--- src/rtl/maxpool_window_buffer.sv ---
// maxpool_window_buffer: collects a raster-order pixel stream into non-overlapping
// 2x2 windows (stride 2) for the max-pool comparator.
//   clk, reset         : rising-edge clock, synchronous active-high reset
//   in_valid/in_ready  : upstream pixel handshake (in_ready is combinational)
//   in_data            : unsigned pixel
//   win_valid/win_ready: registered window handshake toward the comparator
//   win                : [row][col] window, [0][*] upper row, [*][0] left column
//   win_last           : marks the final window of a frame
//   frame_done         : one-cycle pulse after the final window is consumed
module maxpool_window_buffer #(
  parameter int unsigned DATA_WIDTH = 8,
  parameter int unsigned IMG_WIDTH  = 28,
  parameter int unsigned IMG_HEIGHT = 28
) (
  input  logic                             clk,
  input  logic                             reset,
  input  logic                             in_valid,
  input  logic [DATA_WIDTH-1:0]            in_data,
  output logic                             in_ready,
  output logic                             win_valid,
  output logic [1:0][1:0][DATA_WIDTH-1:0]  win,
  input  logic                             win_ready,
  output logic                             win_last,
  output logic                             frame_done
);

  localparam int unsigned COL_W = (IMG_WIDTH  > 1) ? $clog2(IMG_WIDTH)  : 1;
  localparam int unsigned ROW_W = (IMG_HEIGHT > 1) ? $clog2(IMG_HEIGHT) : 1;
  localparam logic [COL_W-1:0] COL_LAST = COL_W'(IMG_WIDTH - 1);
  localparam logic [ROW_W-1:0] ROW_LAST = ROW_W'(IMG_HEIGHT - 1);

  // Geometry must tile exactly into 2x2 windows.
  if ((IMG_WIDTH < 2) || ((IMG_WIDTH % 2) != 0)) begin : g_bad_width
    $error("maxpool_window_buffer: IMG_WIDTH must be even and >= 2");
  end
  if ((IMG_HEIGHT < 2) || ((IMG_HEIGHT % 2) != 0)) begin : g_bad_height
    $error("maxpool_window_buffer: IMG_HEIGHT must be even and >= 2");
  end

  typedef enum logic {
    ROW_EVEN = 1'b0,
    ROW_ODD  = 1'b1
  } state_t;

  state_t                  state;
  state_t                  state_nxt;
  logic [COL_W-1:0]        col;
  logic [ROW_W-1:0]        row;
  logic [DATA_WIDTH-1:0]   hold;
  logic [DATA_WIDTH-1:0]   line_buf [IMG_WIDTH];
  logic                    accept;
  logic                    col_end;
  logic                    row_end;
  logic                    load;

  // Upstream may advance whenever the window slot is empty or being drained.
  always_comb begin
    in_ready = !win_valid || win_ready;
    accept   = in_valid && in_ready;
    col_end  = (col == COL_LAST);
    row_end  = (row == ROW_LAST);
  end

  // State register.
  always_ff @(posedge clk) begin
    if (reset) begin
      state <= ROW_EVEN;
    end else begin
      state <= state_nxt;
    end
  end

  // Next state follows row parity; odd-column pixels of odd rows close a window.
  always_comb begin
    state_nxt = state;
    load      = 1'b0;
    case (state)
      ROW_EVEN: begin
        if (accept && col_end) state_nxt = ROW_ODD;
      end
      ROW_ODD: begin
        load = accept && col[0];
        if (accept && col_end) state_nxt = ROW_EVEN;
      end
      default: state_nxt = ROW_EVEN;
    endcase
  end

  // Upper row of each window pair; contents need no reset.
  always_ff @(posedge clk) begin
    if (accept && (state == ROW_EVEN)) begin
      line_buf[col] <= in_data;
    end
  end

  // Raster counters, lower-left hold pixel and the window output register.
  always_ff @(posedge clk) begin
    if (reset) begin
      col        <= '0;
      row        <= '0;
      hold       <= '0;
      win        <= '0;
      win_valid  <= 1'b0;
      win_last   <= 1'b0;
      frame_done <= 1'b0;
    end else begin
      frame_done <= win_valid && win_ready && win_last;

      if (accept) begin
        col <= col_end ? '0 : col + COL_W'(1);
        if (col_end) begin
          row <= row_end ? '0 : row + ROW_W'(1);
        end
        if ((state == ROW_ODD) && !col[0]) begin
          hold <= in_data;
        end
      end

      // A load on the consuming edge replaces the old window without a bubble.
      if (load) begin
        win[0][0] <= line_buf[col - COL_W'(1)];
        win[0][1] <= line_buf[col];
        win[1][0] <= hold;
        win[1][1] <= in_data;
        win_valid <= 1'b1;
        win_last  <= row_end && col_end;
      end else if (win_valid && win_ready) begin
        win_valid <= 1'b0;
        win_last  <= 1'b0;
      end
    end
  end

endmodule
--- config.mk ---
export PLATFORM = sky130hd
export DESIGN_NAME = maxpool_window_buffer
export DESIGN_NICKNAME = d
export VERILOG_FILES = /design/src/rtl/maxpool_window_buffer.sv
export SDC_FILE = /design/constraint.sdc
export NUM_CORES = 1
export LEC_CHECK = 0
export ABC_AREA = 1
export CORE_ASPECT_RATIO = 0.6
export CORE_MARGIN = 1
export CORE_UTILIZATION = 45
export CTS_BUF_LIST = sky130_fd_sc_hd__clkbuf_4
export DETAILED_ROUTE_END_ITERATION = 8
export DONT_BUFFER_PORTS = 1
export HOLD_SLACK_MARGIN = 0.15
export PLACE_DENSITY = 0.62
export SLEW_MARGIN = 0
export SYNTH_ARGS = -nofsm -noshare
export SYNTH_HDL_FRONTEND = slang
export SYNTH_SLANG_ARGS = --single-unit
export TNS_END_PERCENT = 20
--- constraint.sdc ---
create_clock -name clk -period 3.4 [get_ports clk]
set_clock_uncertainty 0.1 [all_clocks]
set_input_delay 0.34 -clock clk [delete_from_list [all_inputs] [get_ports clk]]
set_output_delay 0.34 -clock clk [all_outputs]
set_load 0.01 [all_outputs]
==> out/qor.yml <==
outcome: "finished, final reports clean"
syn-num-nets: 1637
worst_path_max_delay_cell: "dlygate4sd3_1"
synthFlopType: "edfxtp_1"
clockBufferDepth: 3
swShare_pct: 29.02
worstPathCellList: "inv_4 > buf_12 > nor3_4 > inv_1 > nand3_1 > a21oi_1 > dlygate4sd3_1"
power_switching_uw: 2264
peakVddDrop_mv: 0.2516
worstSetupStartpointType: "flop"
drt-total-wl_microns: 43670
clk_pin_slew_ps: 70
synth-edff-count: 224
p_seq_share_pct: 47.4
fin_crit_sh_pct: 82.57
finalCriticalPeriod_ps: 2807
coreArea_sq_um: 30160
synth_cells: 1620
synthAdderAreaFrac_pct: 0.4500
antenna_found_initial: 6
postCtsHoldBufs: 21
cpPeakStageDelay_ps: 570
ff2ff_path_depth: 7
ys_seq_area_share_pct: 56.16
cts_buffers: 70
grt_overflow_total: 0
setup_viol_count_final: 0
finalInstanceArea_sq_um: 15340
num_vias: 11610
hold_viol: 0
cts_tree: "yes"
synthSimpleGateAreaFrac_pct: 25.17
worst_slew_pin_slew_ps: 964.5
dieHeight_microns: 138.1
finalNetCount: 1661
hp-class: "in -> reg"
drc_errors: 0
crit_arrival_ps: 3440
dpl_cell_area_sq_um: 14150
synthMuxAreaShare_pct: 0
area_delta_synth_final_pct: 10.36
combPwrFrac_pct: 14.8
die_area_sq_um: 31620
final_max_slew_viol_count: 0
timing.hold.ws_ps: 324.7
total_power_uw: 7801
syn_avg_cell_area_sq_um: 8.582
synth_seq_cells: 278
rsz0062_at_grt: "no"
gp_congestion: 0.9756
cp-end-kind: "flop"
drive_above_1_share_pct: 10.35
first_pass_iters: 6
worstHoldEndpoint: "win_valid$_SDFFE_PP0P_"
worst_hold_path.num_cells: 4
grt_pass1_wl_microns: 65920
grt_pass1_vias: 10670
p_leak_uw: 0.006325
hold_start: "win_ready"
die_w_microns: 228.9
power-per-cell-area_nw_per_um2: 508.5
ios: 48
row_count: 49
dr.first_iter.drc_count: 1462
critPathKind: "reg -> reg"
hpwl_microns: 27860
port_buffers: 0
critical_path.max_fanout: 181
drv_cap: 0
yosys_warnings: 0
synth_cell_type_count: 39
wl_per_cell_microns: 20.77
clkPwrFrac_pct: 37.8
synth_top_family_by_area: "simple AND/OR/NAND/NOR gates"
clock_sinks: 278
r2r-start: "col[0]$_SDFFE_PP0N_"
r2r_end: "win_last$_SDFFE_PP0P_"
ff2ff_setup_slack_ps: 590
post_cts_buffers: 0
vias_per_cell: 5.522
synth_area_sq_um: 13900
initial_core_util_pct: 46.09
fin_tns_setup_ps: 0
crit_required_ps: 4030
cts_resized: 0
worstSkewPairLatency_ps: 790
async_reset_ff_share_pct: 0
cts_htree_levels: 3
synth_xor_area_share_pct: 0.3510
ant_nets: 0
track_usage_pct: 28.02
cts_root_buf: "clkbuf_4"
synth_compound_area_share_pct: 9.351
p_int_uw: 5537
fmax_ghz: 0.3562
max-slew-margin-rel_pct: 35.46
grt_max_degree: 182
[cell usage after synthesis (2+ instances only)]
| cell | count | area share (%) |
|---|---|---|
| buf_4 | 13 | 0.70 |
| inv_2 | 4 | 0.11 |
| xor2_2 | 2 | 0.23 |
| a31oi_1 | 2 | 0.090 |
| a211oi_1 | 2 | 0.11 |
| o21ai_0 | 115 | 4.1 |
| nand4_1 | 2 | 0.090 |
| nand2_4 | 2 | 0.16 |
| o22ai_1 | 4 | 0.18 |
| buf_2 | 48 | 1.7 |
| nand3_1 | 201 | 7.2 |
| o211ai_1 | 43 | 2.3 |
| nor2_1 | 170 | 4.6 |
| nand2_2 | 3 | 0.14 |
| buf_1 | 5 | 0.14 |
| nor3_4 | 2 | 0.23 |
| nor3_1 | 5 | 0.18 |
| buf_6 | 8 | 0.65 |
| nand2_1 | 434 | 12 |
| nor4_1 | 2 | 0.090 |
| edfxtp_1 | 224 | 48 |
| inv_1 | 161 | 4.3 |
| a21oi_1 | 61 | 2.2 |
| nor2_4 | 2 | 0.16 |
| dfxtp_1 | 54 | 7.8 |
| clkbuf_1 | 27 | 0.73 |
| ha_1 | 5 | 0.45 |
| inv_4 | 2 | 0.090 |
| o21ai_1 | 7 | 0.25 |
[power groups by stage]
| stage | clock (uW) | sequential, uW | combinational, uW |
|---|---|---|---|
| 2_1_floorplan | 0 | 3770 | 713 |
| 3_3_place_gp | 0 | 3770 | 1000 |
| 3_5_place_dp | 0 | 3780 | 1010 |
| 4_1_cts | 3010 | 3700 | 1120 |
| 5_1_grt | 3200 | 3700 | 1240 |
| 6_report | 2950 | 3700 | 1150 |
[worst max-delay path by stage]
stage                                start                   endpoint  cells after the start
floorplan              col[0]$_SDFFE_PP0N_  line_buf[16][0]$_DFFE_PP_                      7
global placement    win_valid$_SDFFE_PP0P_   line_buf[1][4]$_DFFE_PP_                      5
detailed placement  win_valid$_SDFFE_PP0P_   line_buf[1][4]$_DFFE_PP_                      5
CTS                 win_valid$_SDFFE_PP0P_   line_buf[1][7]$_DFFE_PP_                      5
global route        win_valid$_SDFFE_PP0P_   line_buf[5][6]$_DFFE_PP_                      5
finish                 col[0]$_SDFFE_PP0N_      win_last$_SDFFE_PP0P_                      7
[layout make-up]
| type | count | area (sq um) |
|---|---|---|
| antenna | 4 | 10.01 |
| clock inverter | 16 | 121.4 |
| tap | 408 | 510.5 |
| multi-input combinational | 1073 | 4911 |
| fill | 2863 | 14820 |
| timing repair buffer | 53 | 568.0 |
| clock buffer | 103 | 773.2 |
| sequential | 278 | 7812 |
| inverter | 168 | 635.6 |
[worst max-delay path, delay by kind of cell (launching register included)]
kind / cells / cell delay [ps]
simple gates: 2 / 260
buf+inv: 4 / 1660
compound gates: 1 / 170
flops: 1 / 380
[per-layer routing]
layer	global-route usage (%)	share of wire (%)
met1	42.46	46
met2	35.03	37
met3	12.75	15
met4	7.439	2.2
met5	1.637	0.21
[kinds of logic (layout without fill, tap and decap cells)]
group	Yosys count	in the layout
simple gates	830	830
flops	278	278
buf+inv	269	340
compound gates	235	235
fa+ha+maj	5	5
xor+xnor	3	3
other cells	0	4
[sequential cells by signal, indices dropped and copies added, names as in the netlist]
signal / count
win: 32
line_buf: 224
frame_done: 1
hold: 8
win_last: 1
win_valid: 1
col: 5
row: 5
state: 1
[cell usage in the layout (no fill, tap or decap), types with 3 or more instances in the layout]
cell type and count:
inv_1 161, diode_2 4, a21oi_1 61, dfxtp_1 52
nor2_1 170, nand2_2 3, o21ai_0 115, buf_4 29
o22ai_1 4, nand2_1 434, clkbuf_4 103, nor3_1 5
nand3_1 201, o211ai_1 43, o21ai_1 7, buf_12 11
ha_1 5, clkinv_1 10, edfxtp_1 224, inv_2 6
dlygate4sd3_1 13
[through the flow]
stage	setup slack (ps)	util, %	instances
detailed placement	698.2	46.90	1959
global placement	789.6	46.90	1959
CTS	675.1	50.83	2099
floorplan	749.8	-	1620
finish	592.5	50.86	2103
global route	491.4	50.85	2102
Power figures use the tool's default switching activity.
